--- config.mk ---
export PLATFORM = sky130hd
export DESIGN_NAME = pipeline_ctrl
export DESIGN_NICKNAME = d
export VERILOG_FILES = /design/src/rtl/pipeline_ctrl_pkg.sv /design/src/rtl/pipeline_ctrl_perf_counters.sv /design/src/rtl/pipeline_ctrl.sv
export SDC_FILE = /design/constraint.sdc
export NUM_CORES = 1
export LEC_CHECK = 0
export CAP_MARGIN = 10
export CELL_PAD_IN_SITES_DETAIL_PLACEMENT = 1
export CELL_PAD_IN_SITES_GLOBAL_PLACEMENT = 1
export CORE_ASPECT_RATIO = 0.6
export CORE_MARGIN = 10
export CORE_UTILIZATION = 37
export DETAILED_ROUTE_END_ITERATION = 10
export GPL_ROUTABILITY_DRIVEN = 0
export HOLD_SLACK_MARGIN = 0.15
export PLACE_DENSITY_LB_ADDON = 0.1
export SLEW_MARGIN = 40
export SYNTH_ARGS = -nofsm -noshare
export SYNTH_HDL_FRONTEND = slang
export SYNTH_SLANG_ARGS = --single-unit
export TNS_END_PERCENT = 30
--- constraint.sdc ---
create_clock -name clk -period 3.3 [get_ports clk]
set_input_delay 0.66 -clock clk [delete_from_list [all_inputs] [get_ports clk]]
set_output_delay 0.66 -clock clk [all_outputs]
set_load 0.02 [all_outputs]
--- src/rtl/pipeline_ctrl_pkg.sv ---
// Shared encodings for the pipeline sequencer: run modes and the
// stage-register update codes driven into the fd/de/ew registers.
package constant;

  // Run mode of the pipeline sequencer.
  typedef enum logic [1:0] {
    STALL = 2'd0,
    LOAD  = 2'd1,
    EXEC  = 2'd2,
    STOP  = 2'd3
  } mode_t;

  // Stage-register control. CLR loads a bubble.
  typedef enum logic [1:0] {
    UPD_HOLD = 2'b00,
    UPD_ADV  = 2'b01,
    UPD_CLR  = 2'b10
  } upd_t;

endpackage

--- src/rtl/pipeline_ctrl_perf_counters.sv ---
// Performance counters for the pipeline: EXEC cycles, retired instructions
// and stall cycles. Each counter wraps naturally at 2^CNT_W.
module perf_counters #(
  parameter int CNT_W = 32
) (
  input  logic             clk,
  input  logic             rstn,
  input  logic             cycle_en,
  input  logic             instret_en,
  input  logic             stall_en,
  output logic [CNT_W-1:0] cycle_cnt,
  output logic [CNT_W-1:0] instret,
  output logic [CNT_W-1:0] stall_cnt
);

  // Count enabled events; a synchronous reset clears all three counters.
  always_ff @(posedge clk) begin
    // NOTE: state registers use non-blocking assignments so every flop
    // samples the pre-edge value of the others, independent of statement order.
    if (!rstn) begin
      cycle_cnt <= '0;
      instret   <= '0;
      stall_cnt <= '0;
    end else begin
      if (cycle_en)   cycle_cnt <= cycle_cnt + CNT_W'(1);
      if (instret_en) instret   <= instret   + CNT_W'(1);
      if (stall_en)   stall_cnt <= stall_cnt + CNT_W'(1);
    end
  end

endmodule

--- src/rtl/pipeline_ctrl.sv ---
// Central sequencer for the fetch/decode/execute pipeline: run-mode FSM,
// multi-cycle execute latency counter, stage update codes, execute start
// pulse and performance counter enables.
module pipeline_ctrl
  import constant::*;
#(
  parameter int LAT_W = 5,
  parameter int CNT_W = 32
) (
  input  logic             clk,
  input  logic             rstn,
  input  logic             aa_received,
  input  logic             load_done,
  input  logic             aa_sent,
  input  logic             de_valid,
  input  logic [LAT_W-1:0] de_wait_time,
  input  logic             de_stop,
  input  logic             uart_busy,
  input  logic             d_hazard,
  input  logic             e_redirect,
  output logic [1:0]       mode,
  output logic [1:0]       fd_update,
  output logic [1:0]       de_update,
  output logic [1:0]       ew_update,
  output logic             e_start,
  output logic             execute_done,
  output logic [CNT_W-1:0] cycle_cnt,
  output logic [CNT_W-1:0] instret,
  output logic [CNT_W-1:0] stall_cnt
);

  mode_t            state;
  logic [LAT_W-1:0] latency;
  logic             in_exec;
  logic             halt;
  upd_t             fd_upd;
  upd_t             de_upd;
  upd_t             ew_upd;

  assign in_exec = (state == EXEC);

  // Execute completes once the required extra cycles have elapsed and the
  // UART is free; >= also treats an over-counted latency as complete.
  assign execute_done = in_exec && (latency >= de_wait_time) && !uart_busy;
  assign halt         = execute_done && de_stop;

  // Stage update codes: hold while execute is busy, then redirect beats
  // hazard, and a hazard only bubbles de while fd keeps its instruction.
  always_comb begin
    // NOTE: every output gets a default first so no path leaves it
    // unassigned, which would otherwise infer a latch.
    fd_upd = UPD_CLR;
    de_upd = UPD_CLR;
    ew_upd = UPD_CLR;
    if (in_exec) begin
      if (!execute_done) begin
        fd_upd = UPD_HOLD;
        de_upd = UPD_HOLD;
        ew_upd = UPD_HOLD;
      end else if (e_redirect) begin
        fd_upd = UPD_CLR;
        de_upd = UPD_CLR;
        ew_upd = UPD_ADV;
      end else if (d_hazard) begin
        fd_upd = UPD_HOLD;
        de_upd = UPD_CLR;
        ew_upd = UPD_ADV;
      end else begin
        fd_upd = UPD_ADV;
        de_upd = UPD_ADV;
        ew_upd = UPD_ADV;
      end
    end
  end

  assign fd_update = fd_upd;
  assign de_update = de_upd;
  assign ew_update = ew_upd;
  assign mode      = state;

  // Run-mode FSM with the latency counter and the registered e_start pulse.
  always_ff @(posedge clk) begin
    if (!rstn) begin
      state   <= STALL;
      latency <= '0;
      e_start <= 1'b0;
    end else begin
      latency <= '0;
      e_start <= 1'b0;
      case (state)
        STALL: if (aa_received)           state <= LOAD;
        LOAD:  if (load_done && aa_sent)  state <= EXEC;
        EXEC: begin
          if (execute_done)                latency <= '0;
          else if (latency < de_wait_time) latency <= latency + LAT_W'(1);
          else                             latency <= latency;
          // The halt still retires, but no further instruction starts.
          e_start <= execute_done && !halt;
          if (halt) state <= STOP;
        end
        STOP:    state <= STOP;
        default: state <= STALL;
      endcase
    end
  end

  perf_counters #(
    .CNT_W(CNT_W)
  ) u_perf_counters (
    .clk        (clk),
    .rstn       (rstn),
    .cycle_en   (in_exec),
    .instret_en (execute_done && de_valid),
    .stall_en   (in_exec && (!execute_done || (d_hazard && !e_redirect))),
    .cycle_cnt  (cycle_cnt),
    .instret    (instret),
    .stall_cnt  (stall_cnt)
  );

endmodule

# Word level (Yosys, flattened, before mapping)
# Index checks and enable logic that the tools add are counted.
word_totals:
  reg_bits: 104
  out_inout_bits: 106
  input_bits: 15
  word_cells: 51
classes:
  eq_ne: 6
  reduce_logical: 17
  bitwise: 2
  addsub: 4
  mux: 14
  n_lt_le_gt_ge: 2
ops:
  columns: ["op", "n"]
  rows:
  - ["32-bit by 1-bit adder with 32-bit output (second input constant)", 3]
  - ["2-bit two-way mux", 11]
  - ["1-bit logical AND", 8]
  - ["2-bit one-hot mux with 4 select lines", 1]
  - ["5-bit by 1-bit adder with 5-bit output (second input constant)", 1]
  - ["5-bit >= comparator", 1]
  - ["5-bit < comparator", 1]
  - ["2-bit == test (second input constant)", 2]
  - ["1-bit zero test", 4]
  - ["2-bit inequality test (second input constant)", 2]
  - ["3-bit AND reduction", 1]
  - ["3-bit OR reduction", 1]
  - ["2-bit by 1-bit == test with 1-bit output (second input constant)", 1]
  - ["2-bit zero test", 1]
  - ["1-bit two-way mux", 2]
  - ["2-bit by 1-bit inequality test with 1-bit output (second input constant)", 1]
  - ["1-bit inverter", 2]
  - ["2-bit AND reduction", 1]
  - ["1-bit logical OR", 1]

# Longest topological paths before layout
depth:
  word_depth: 6
  depth_mapped: 9
  depth_no_buf: 7

# Cells and area by module
# Synthesis repeated with hierarchy kept, for this count alone.
hier_totals:
  cells_unflattened: 598
  area_unflattened_um2: 5024.8
by_module_without_submodules:
  columns: ["mod", "seq_area_each_um2", "instances", "area_each_um2", "cells_per_inst"]
  rows:
  - ["perf_counters", 1921.8, 1, 4488.1, 531]
  - ["pipeline_ctrl", 160.2, 1, 536.8, 67]

# Worst setup path after synthesis
# Ideal clock, no wire load.
synth_timing:
  path_type: "input port to output port"
  start: "in de_wait_time[3]"
  end: "out fd_update[0]"
  t_arrival_ps: 2476
  path_slack_ps: 164
  required_time_ps: 2640
  path_buffers: 1
  path_stages: 8
  path_cell_list: "inv_1 -> ha_1 -> nand4_1 -> o221a_2 -> nor2_1 -> nand2_1 -> nor3_1 -> buf_4"
synth_between:
  elab_chain_cells: 5
synth_lines:
  columns: ["element", "line_no", "rtl"]
  rows:
  - ["start, declared", "pipeline_ctrl.sv:16", "input logic [LAT_W-1:0] de_wait_time,"]
  - ["5-bit >= comparator", "pipeline_ctrl.sv:44", "assign execute_done = in_exec && (latency >= de_wait_time) && !uart_busy;"]
  - ["1-bit logical AND (2 in series)", "pipeline_ctrl.sv:44", null]
  - ["2-bit two-way mux", "pipeline_ctrl.sv:56", "if (!execute_done) begin"]
  - ["2-bit two-way mux", "pipeline_ctrl.sv:55", "if (in_exec) begin"]
  - ["end, declared", "pipeline_ctrl.sv:22", "output logic [1:0] fd_update,"]
# No other way between the ends.

# Final worst setup path
layout_timing:
  start: "in de_wait_time[4]"
  end: "out ew_update[0]"
layout_between:
  elab_chain_cells: 5
layout_lines:
  columns: ["element", "line_no", "rtl"]
  rows:
  - ["5-bit >= comparator", "pipeline_ctrl.sv:44", null]
  - ["1-bit logical AND (2 in series)", "pipeline_ctrl.sv:44", null]
  - ["1-bit two-way mux", "pipeline_ctrl.sv:56", null]
  - ["2-bit two-way mux", "pipeline_ctrl.sv:55", null]
  - ["end, declared", "pipeline_ctrl.sv:24", "output logic [1:0] ew_update,"]
# No other way between the ends.

==> flow_summary.yaml <==
clock_tree:
  cts.htree.levels: 3
  cts_tree: "yes"
  cts_hold_buf: 0
  clkTransAtPathRegs_ns: 0.07
  clk_latency_ns: 0.36
  cts_buffer_depth: 2
  cts_num_sinks: 104
  cts_root_buffer: "clkbuf_16"
  numCtsBuffers: 9
  post_cts_resize_count: 8
  postCtsSetupBuffers: 0
layout:
  num_antenna_cells: 0
  final_common_cell: "clkdlybuf4s50_1"
  final_area_sq_mm: 0.006808
  fillers: 1600
  area_growth_pct: 33.72
  drive_gt1_share_pct: 7.212
  final_cell_mix: "clkdlybuf4s50_1, dfxtp_1, nor2_1, xnor2_1, nand2_1"
  fin_cells: 896
  nets: 740
grt:
  grt_pass1_vias: 4836
  grt_use_total_pct: 16.86
  grt_max_degree: 87
  antenna_found_initial: 0
  grt_pass1_wl_um: 26080
  grt-ovfl-total: 0
min_path:
  min_path_type: "flip-flop to flip-flop"
setup_path:
  required_ns: 2.64
  worst-path-buf-inv: 5
  crit_fanout: 3
  path_class: "primary input to output pin"
  slowest_stage: "clkdlybuf4s50_1"
  crit_path_end_kind: "output pin"
  start_kind: "primary input"
  slowest_delay_ns: 0.45
  critical-path-top-delay-family: "buffers and inverters"
  crit_chain: "clkdlybuf4s50_1 > inv_1 > ha_1 > nand4_1 > o221a_2 > nor2_1 > nand2_1 > buf_4 > inv_1 > clkbuf_2"
  cp.arrival_ns: 2.48
  cpMostUsedCell: "inv_1"
logic_synthesis:
  synth-compound-area-share_pct: 10.67
  synthAdderAreaFrac_pct: 2.212
  synthXorXnorAreaFrac_pct: 10.49
  seq_area_frac_synth_pct: 40.89
  post_synth.cell_area_avg_sq_um: 8.485
  ys_types: 53
  syn_area_sq_mm: 0.005091
  synth_edf_count: 0
  synth_fp_nets: 624
  yosys.area_share.simple_pct: 29.10
  ys_warn_count: 0
  synth_top_family_by_area: "simple AND/OR/NAND/NOR gates"
  synth_mux_area_share_pct: 1.966
  ys_seq_elements: 104
  ys.flop_type: "dfxtp_1"
  async_reset_ff_share_pct: 0
  syn_inst: 600
timing:
  final_hold_viol_count: 0
  fin_crit_sh_pct: 95.14
  relSlewSlack_pct: 52.98
  worst_pin_slew_ns: 0.6988
  finalSetupViolCount: 0
  fin_crit_ns: 3.140
  rsz0062_at_grt: "true"
  max_freq_ghz: 0.3185
  slew_viol_final: 0
  fin_skew_ns: 0.008691
place:
  place_area_sq_mm: 0.006489
  dp_hpwl_um: 12290
  place_inst: 880
  io_buffers: 120
die:
  rows: 33
  start_util_pct: 37.59
  num_io_pins: 121
  die_area_sq_mm: 0.01901
  fp.dieW_um: 171.4
  coreArea_sq_mm: 0.01354
  die_y_um: 110.9
route:
  vias_per_cell: 5.326
  antenna_left: 0
  drt_iter0_drc: 280
  via_count: 4772
  wl_per_cell_um: 18.58
  drc: 0
  drt_pass1_iterations: 4
  routed_wl_um: 16650
run:
  max_cap_violations: 0
status:
  status: "finished clean"
pwr:
  power.leakage_nw: 2.340
  total_power_mw: 2.619
  vdd_drop_max_uv: 257.2
  power_density_mw_per_mm2: 384.7
==> sequential cells by signal, summed over array words and instances, names as in the netlist <==
register / cells
u_perf_counters.stall_cnt: 32
latency: 5
u_perf_counters.cycle_cnt: 32
e_start: 1
u_perf_counters.instret: 32
mode: 2
==> tightest hold or removal path, cell delays in order, from the launching register on <==
cell,delay [ns]
dfxtp_1,0.33
nand2_1,0.06
mux2i_1,0.06
==> cell families after synthesis <==
kind of cell	Yosys count
xor gates and xnor gates	61
buffers and inverters	54
DFF	104
AOI/OAI and AO/OA	88
muxes	10
and+or+nand+nor	274
adders and majority gates	9
==> layer usage <==
layer	part of all wire (%)	vias up	track usage [%]
met5	0	-	0
met4	1.3	0	4.385
met3	6.4	20	5.121
met2	46	92	26.54
met1	47	2313	21.79
li1	-	2347	-
==> per-stage QoR <==
step	setup TNS (ns)	util, %	hold WS, ns	worst slack [ns]
3_5_place_dp	-1.763	47.91	0.4854	-0.3781
4_1_cts	-0.1403	50.42	0.4963	-0.07503
2_1_floorplan	0	-	0.4883	0.1641
6_report	0	50.27	0.4922	0.1603
3_3_place_gp	-1.365	47.91	0.4590	-0.2794
5_1_grt	-0.001023	50.27	0.5239	-0.001023
==> final timing paths <==
check	slack [ns]	start	cells past startpoint	to
min	0.49	u_perf_counters.stall_cnt[26]	2	u_perf_counters.stall_cnt[26]
max	0.16	de_wait_time[4]	10	ew_update[0]
max reg2reg	0.76	latency[0]	9	u_perf_counters.instret[24]
min reg2reg	0.49	u_perf_counters.stall_cnt[26]	2	u_perf_counters.stall_cnt[26]
==> Yosys cell counts (2+ instances only) <==
cell / number / area [sq um]
dfxtp_1: 104 / 2082
nor2_1: 75 / 281.5
xnor2_1: 41 / 359.1
nand2_1: 39 / 146.4
a21oi_1: 36 / 180.2
nand3_1: 33 / 165.2
nand4_1: 29 / 181.4
o21ai_0: 24 / 120.1
inv_1: 23 / 86.33
clkbuf_1: 21 / 78.83
xor2_1: 20 / 175.2
or3_1: 17 / 106.4
nor3_1: 14 / 70.07
and4_1: 12 / 105.1
mux2i_1: 10 / 100.1
and3_1: 9 / 56.30
ha_1: 9 / 112.6
nand2b_1: 9 / 56.30
or4_1: 9 / 67.56
and2_1: 8 / 50.05
a211oi_1: 6 / 45.04
nor4_1: 5 / 31.28
a2111oi_0: 4 / 35.03
o21a_1: 4 / 30.03
o31ai_1: 3 / 22.52
a21o_1: 2 / 15.01
a31oi_1: 2 / 12.51
and2b_2: 2 / 17.52
and3b_2: 2 / 20.02
and4_2: 2 / 20.02
buf_1: 2 / 7.510
buf_2: 2 / 10.01
buf_4: 2 / 15.01
==> layout make-up <==
class / instances / area (sq um) / area share, %
clock buffers: 9 / 225.2 / 3.308
repair buffers: 135 / 1296 / 19.04
inverters: 24 / 90.09 / 1.323
multi-input cells: 442 / 2776 / 40.78
well taps: 175 / 219.0 / 3.216
flip-flops and latches: 104 / 2082 / 30.58
clock inverters: 7 / 118.9 / 1.746
==> power by group <==
| part | switching [mW] | internal, mW |
|---|---|---|
| clock | 0.508 | 0.745 |
| combinational | 0.0606 | 0.0420 |
| sequential | 0.00656 | 1.26 |
(Power assumes the default switching activity.)
